### config.mk
export PLATFORM = sky130hd
export DESIGN_NAME = req_encoder
export DESIGN_NICKNAME = d
export VERILOG_FILES = /design/src/rtl/encoder_pkg.sv /design/src/rtl/req_encoder_prio_pick.sv /design/src/rtl/req_encoder.sv
export SDC_FILE = /design/constraint.sdc
export NUM_CORES = 1
export LEC_CHECK = 0
export BUFFER_PORTS_ARGS = -buffer_cell sky130_fd_sc_hd__clkbuf_2
export CORE_AREA = 2 2 39 41
export CTS_CLUSTER_DIAMETER = 80
export DETAILED_ROUTE_END_ITERATION = 8
export DIE_AREA = 0 0 41 43
export SLEW_MARGIN = 25
export SYNTH_ARGS = -nofsm -noshare
export SYNTH_HDL_FRONTEND = slang
export SYNTH_SLANG_ARGS = --single-unit
### constraint.sdc
create_clock -name clk -period 3.3 [get_ports clk]
set_input_delay 0.33 -clock clk [delete_from_list [all_inputs] [get_ports clk]]
set_output_delay 0.33 -clock clk [all_outputs]
set_load 0.02 [all_outputs]
### src/rtl/encoder_pkg.sv
// Shared constants and helpers for the request encoder slice.
//   MODE_FIXED / MODE_RR : selection mode encodings
//   clog2()              : ceiling log2, used to size index fields
package encoder_pkg;

   localparam int unsigned MODE_FIXED = 0;
   localparam int unsigned MODE_RR    = 1;

   // Ceiling log2; returns 0 for v <= 1.
   function automatic int unsigned clog2(input int unsigned v);
      int unsigned r;
      r = 0;
      while ((32'd1 << r) < v) r = r + 1;
      return r;
   endfunction

endpackage

### src/rtl/req_encoder_prio_pick.sv
// Combinational circular priority picker.
//   req   : request vector, bit k is index k
//   start : index where the search begins (must be < N)
//   found : at least one request bit is set
//   idx   : first set bit at or above start, wrapping modulo N
module prio_pick
   import encoder_pkg::*;
#(
   parameter  int unsigned N = 8,
   localparam int unsigned W = clog2(N)
) (
   input  logic [N-1:0] req,
   input  logic [W-1:0] start,
   output logic         found,
   output logic [W-1:0] idx
);

   // One extra bit so start + offset never overflows before the wrap.
   localparam int unsigned WP = W + 1;

   logic [WP-1:0] pos;
   logic [W-1:0]  pos_w;

   // Ascending scan from start; the first hit wins.
   always_comb begin
      found = 1'b0;
      idx   = '0;
      pos   = '0;
      pos_w = '0;
      for (int i = 0; i < int'(N); i++) begin
         pos = {1'b0, start} + WP'(i);
         if (pos >= WP'(N)) pos = pos - WP'(N);
         pos_w = W'(pos);
         if (!found && req[pos_w]) begin
            found = 1'b1;
            idx   = pos_w;
         end
      end
   end

endmodule

### src/rtl/req_encoder.sv
// Request encoder with a registered, ready/valid-handshaked result.
//   clk, rst  : clock, asynchronous active-high reset
//   req       : N request lines
//   out_valid : a result is pending in the output register
//   out_ready : consumer accepts the pending result
//   out_idx   : selected index (highest set bit, or round-robin pick)
//   out_multi : more than one request was set at capture
module req_encoder
   import encoder_pkg::*;
#(
   parameter  int unsigned N    = 8,
   parameter  int unsigned MODE = MODE_FIXED,
   localparam int unsigned W    = clog2(N)
) (
   input  logic         clk,
   input  logic         rst,
   input  logic [N-1:0] req,
   output logic         out_valid,
   input  logic         out_ready,
   output logic [W-1:0] out_idx,
   output logic         out_multi
);

   logic [W-1:0] ptr;
   logic [N-1:0] pick_req;
   logic [W-1:0] pick_start;
   logic [W-1:0] pick_idx;
   logic         pick_found;
   logic [W-1:0] sel;
   logic [W-1:0] next_ptr;
   logic         multi;
   logic         load;

   // Fixed priority reuses the ascending picker on the bit-reversed vector
   // starting at 0, so its first hit is the highest original index.
   always_comb begin
      pick_req   = req;
      pick_start = ptr;
      if (MODE != MODE_RR) begin
         pick_req   = {<<{req}};
         pick_start = '0;
      end
   end

   prio_pick #(.N(N)) u_pick (
      .req   (pick_req),
      .start (pick_start),
      .found (pick_found),
      .idx   (pick_idx)
   );

   // Selected index in original numbering, plus derived flags.
   always_comb begin
      sel      = (MODE == MODE_RR) ? pick_idx : (W'(N - 1) - pick_idx);
      next_ptr = (sel == W'(N - 1)) ? '0 : (sel + W'(1));
      multi    = |(req & (req - N'(1)));
      load     = !out_valid || out_ready;
   end

   // Output register and round-robin pointer.
   always_ff @(posedge clk or posedge rst) begin
      if (rst) begin
         out_valid <= 1'b0;
         out_idx   <= '0;
         out_multi <= 1'b0;
         ptr       <= '0;
      end else if (load) begin
         out_valid <= pick_found;
         if (pick_found) begin
            out_idx   <= sel;
            out_multi <= multi;
            if (MODE == MODE_RR) ptr <= next_ptr;
         end
      end
   end

endmodule

=== Word level (Yosys, flattened, before mapping) ===
Cells that the tools add are included.

* Reduce and logical (&&, ||, !) cells: 18
* Bitwise logic cells: 1
* Add/sub/neg operators: 2
* Multiplexer cells: 15

{| class="wikitable"
|+ Operators with widths
! kind !! number
|-
| two-way mux 3 bit || 4
|-
| two-way mux 1 bit || 9
|-
| bitwise AND 8 bit || 1
|-
| zero test 1 bit || 8
|-
| OR reduction 8 bit || 1
|-
| subtractor 8 x 1 -> 8 bit, second input constant || 1
|-
| logical AND 1 bit || 7
|-
| two-way mux 2 bit || 2
|-
| subtractor 3 bit, first input constant || 1
|-
| AND reduction 2 bit || 1
|-
| logical OR 1 bit || 1
|}

* Bits in registers: 5
* Logic and storage cells: 39
* Output and inout port bits: 5

=== Logic depth before layout (Yosys ltp) ===
* Word-level depth: 23
* Depth in mapped cells: 5
* Gate-level depth less buffers: 5

=== Cells and area by module ===
A second synthesis with hierarchy kept.

* Cells, all modules: 126
* Area, all modules: 1072.3 um^2

{| class="wikitable"
|+ By module, submodules not included
! module !! cells an instance !! seq. area each (um^2) !! area each (um^2) !! times used
|-
| prio_pick || 100 || 0.0 || 813.3 || 1
|-
| req_encoder || 26 || 125.1 || 259.0 || 1
|}

=== Least setup slack after synthesis ===
OpenSTA, ideal clock, no wires.

* Path kind: input -> register
* Start: input port req[1]
* End: register out_multi
* Data arrival time: 1477 ps
* Library setup time: 126 ps
* Cell stages on the path: 5
* Path buffers: 0
* Data required time: 3174 ps
* Slack: 1697 ps
* Cell sequence: or4_4 -> nor3_2 -> nor2_1 -> o32a_1 -> o32a_1

* Longest elaborated chain between the ends: 6

{| class="wikitable"
|+ RTL lines
! item !! line !! RTL
|-
| start: declaration || req_encoder.sv:17 || <nowiki>input logic [N-1:0] req,</nowiki>
|-
| parallel branches: the longest is 6 deep, another holds subtractor 8 x 1 -> 8 bit || n/a ||
|-
| end signal: assignment || req_encoder.sv:71 || <nowiki>out_multi <= multi;</nowiki>
|-
| end: declaration || req_encoder.sv:21 || <nowiki>output logic out_multi</nowiki>
|}

Parallel ways; which one is timed is not known.
A chain may end at the register's enable or synchronous reset.

=== Final worst setup path ===
Ends and elaborated chain as after synthesis.

==> parameters.txt <==
Parameter                              Value

Logic synthesis
  Number of warning messages in the yosys log    0
  Avg Inst Size Synth    8.20 sq um
  Ys flop type    dfrtp_1
  Post-synth ARST share    1.00
  Area share of the largest cell type after synthesis    0.382
  Number of enable flip-flop cells after synthesis    0
  Seq/Total Area, Yosys    0.382
  Cell accounting for the most synthesized area    dfrtp_1
  Post-synth top cells    nor2_1, dfrtp_1, inv_1, o21ai_0, a21oi_1
  Total of flip-flops plus latches after synthesis    5
  Total standard cell area after synthesis    328 sq um
  Number of distinct library cells after synthesis    19
  Leading cell type by number of instances after synthesis    nor2_1
  Largest cells by area after synthesis    dfrtp_1, nor2_1, o21ai_0
  Instance count of the mapped netlist    40
  Syn Nets    51

Power
  Switching share of total power    0.267
  Max rail drop VDD    0.0000754 V
  Proportion of power drawn by flip-flops and latches    0.391
  Psw    45.9 uW
  Power Dens Cells    374 mW/mm^2
  Total power    172 uW
  Leak Pwr    0.000206 uW
  Internal Power    126 uW
  Clock share of power    0.393
  Combinational Power Share    0.216

Setup path
  Critical Path Fanout Max    4
  Critical path capture point type    register
  Reg2Reg Capture Point    out_multi$_DFFE_PP0P_
  Worst reg2reg startpoint    out_valid$_DFFE_PP0P_
  Critical path data required time    3.42 ns
  Depth of the most critical reg-to-reg path    4
  Register-to-register setup slack    1.92 ns
  Worst Setup Path Type    in -> reg
  Arrival @ worst endpoint    1.63 ns
  Kind of start point of the critical path    input port

Finish
  Final net count    72
  Fraction of final layout cells sized beyond drive strength 1    0.383
  Final standard cell area without fillers    459 sq um
  Area delta synth->final    40.1%
  ANT cells    0
  Fill cell count    153

Die
  Initial Utilization    0.237
  Die height    43 um
  Width of the die    41 um
  Site row count    14
  Core region area    0.00138 sq mm
  Area of the die    0.00176 sq mm
  Number of placed I/O pins    16

Clock network
  CTS H-tree lvls    1
  Worst-skew pair later-pin latency    0.23 ns
  Setup fix buffers added after clock tree synthesis    0
  Clock root cell    clkbuf_4
  Clock sink count    5
  Max Buffers Root-to-Sink    2
  Clk pin slew, worst setup/hold paths    0.04 ns
  Total clock buffers created by CTS    3
  Clock tree from TritonCTS    done

Drt
  Number of vias in the routed layout    344
  Length of the first detailed-routing pass in iterations    4
  DRC violations left    0
  DR vias/cell    4.53
  Count of routing violations after the opening detailed-route iteration    4
  Detail Route Antenna Nets    0
  Total Routed Length    773 um
  Wire length per cell after detailed routing    10.2 um

Placement
  Placed Instance Area    423 sq um
  Number of buffers added on ports    15
  Final HPWL from detailed placement    594 um
  Final Wtd Congestion    0.815

Global route
  Via count of the first global-routing pass    287
  Remaining global-route overflow    0
  First-pass GRT wire length    1180 um
  Maximum number of pins on one net before global-route repair    8
  Initial antenna violation count    0
  GRT Overall Usage    0.0964

Timing
  Relative max-transition margin    0.780
  Max Slew Vio Count    0
  Clock period minus final worst setup slack    1.51 ns
  Total negative setup slack    0 ns
  RSZ-0062 raised after global routing    false
  Final Hold Vio Count    0
  Setup violators final    0
  Transition time at the pin with the least slew margin    0.327 ns
  Fmax    661 MHz
  Period Utilization, post-route    0.459
  Post-Route Skew    0.00174 ns

Worst hold path
  WHS Endpoint    out_idx[0]$_DFFE_PP0P_
  Worst hold start    req[7]
  Number of cells traversed by the worst hold path    3
  Min-delay worst type    in -> reg

Run
  Maximum capacitance violations    0

Run status
  Run status    complete, no violations
[cell families (layout without fill, tap and decap cells)]
logic type,after synthesis,count (layout),share of synthesized area
AO/OA/AOI/OAI,13,13,0.252
buffers and inverters,4,24,0.0458
flip-flops,5,5,0.382
AND/OR/NAND/NOR,18,18,0.321
[cells in the final DEF (no fill, tap or decap), types with 2 or more instances in the layout]
cell	instances
a21oi_1	3
inv_1	4
o21ai_0	4
o32a_1	2
clkbuf_2	15
clkbuf_4	3
nor2_1	8
nor3_1	2
dfrtp_1	5
[cell type report]
class / count / area, sq um / share of cell area
tap: 16 / 20.0 / 0.0436
timing repair buffer: 16 / 85.1 / 0.185
sequential: 5 / 125 / 0.272
multi-input combinational: 31 / 188 / 0.409
clock buffer: 4 / 26.3 / 0.0572
inverter: 4 / 15.0 / 0.0327
[per-stage QoR]
stage	worst slack, ns	instances	util	hold WS [ns]
floorplan	1.70	40	-	0.109
detailed placement	1.55	71	0.306	0.218
global placement	1.55	71	0.306	0.217
global route	1.71	76	0.332	0.419
CTS	1.80	76	0.332	0.384
finish	1.79	76	0.332	0.392
[how the worst max path moves through the flow]
| stage | startpoint | end | slack [ns] | cells past startpoint |
|---|---|---|---|---|
| after global placement | req[1] | out_multi$_DFFE_PP0P_ | 1.55 | 6 |
| after global routing | req[1] | out_multi$_DFFE_PP0P_ | 1.71 | 6 |
| after floorplan | req[1] | out_multi$_DFFE_PP0P_ | 1.70 | 5 |
| final | req[1] | out_multi$_DFFE_PP0P_ | 1.79 | 6 |
| after detailed placement | req[1] | out_multi$_DFFE_PP0P_ | 1.55 | 6 |
| after CTS | req[1] | out_multi$_DFFE_PP0P_ | 1.80 | 6 |
[layer usage]
layer / vias to the layer above / GRT usage / wire, um
met1: 141 / 0.145 / 393
li1: 186 / - / -
met3: 0 / 0.0157 / 83
met2: 17 / 0.122 / 296
met5: - / 0 / 0
met4: 0 / 0.0600 / 0
[timing repair]
| action | CTS | global route |
|---|---|---|
| hold buffers | 1 | 0 |
| gates resized for setup | 0 | 0 |
| hold endpoints to repair | 5 | 0 |
[power groups by stage]
stage	Combinational [uW]	Clock (uW)	Sequential, uW
detailed placement	35.6	0	68.0
CTS	37.0	70.9	67.2
finish	37.1	67.5	67.1
floorplan	14.1	0	72.5
global route	42.2	76.6	67.5
global placement	35.8	0	67.9
[flip-flops by register name (all words and copies together) (netlist names)]
name	count
out_multi	1
out_valid	1
out_idx	3
[worst max-delay path: stages]
cell and delay (ns):
clkbuf_2 0.11, or4_4 0.55, nor3_2 0.11, nor2_1 0.05, o32a_1 0.16, o32a_1 0.32
Power figures use the tool's default switching activity.
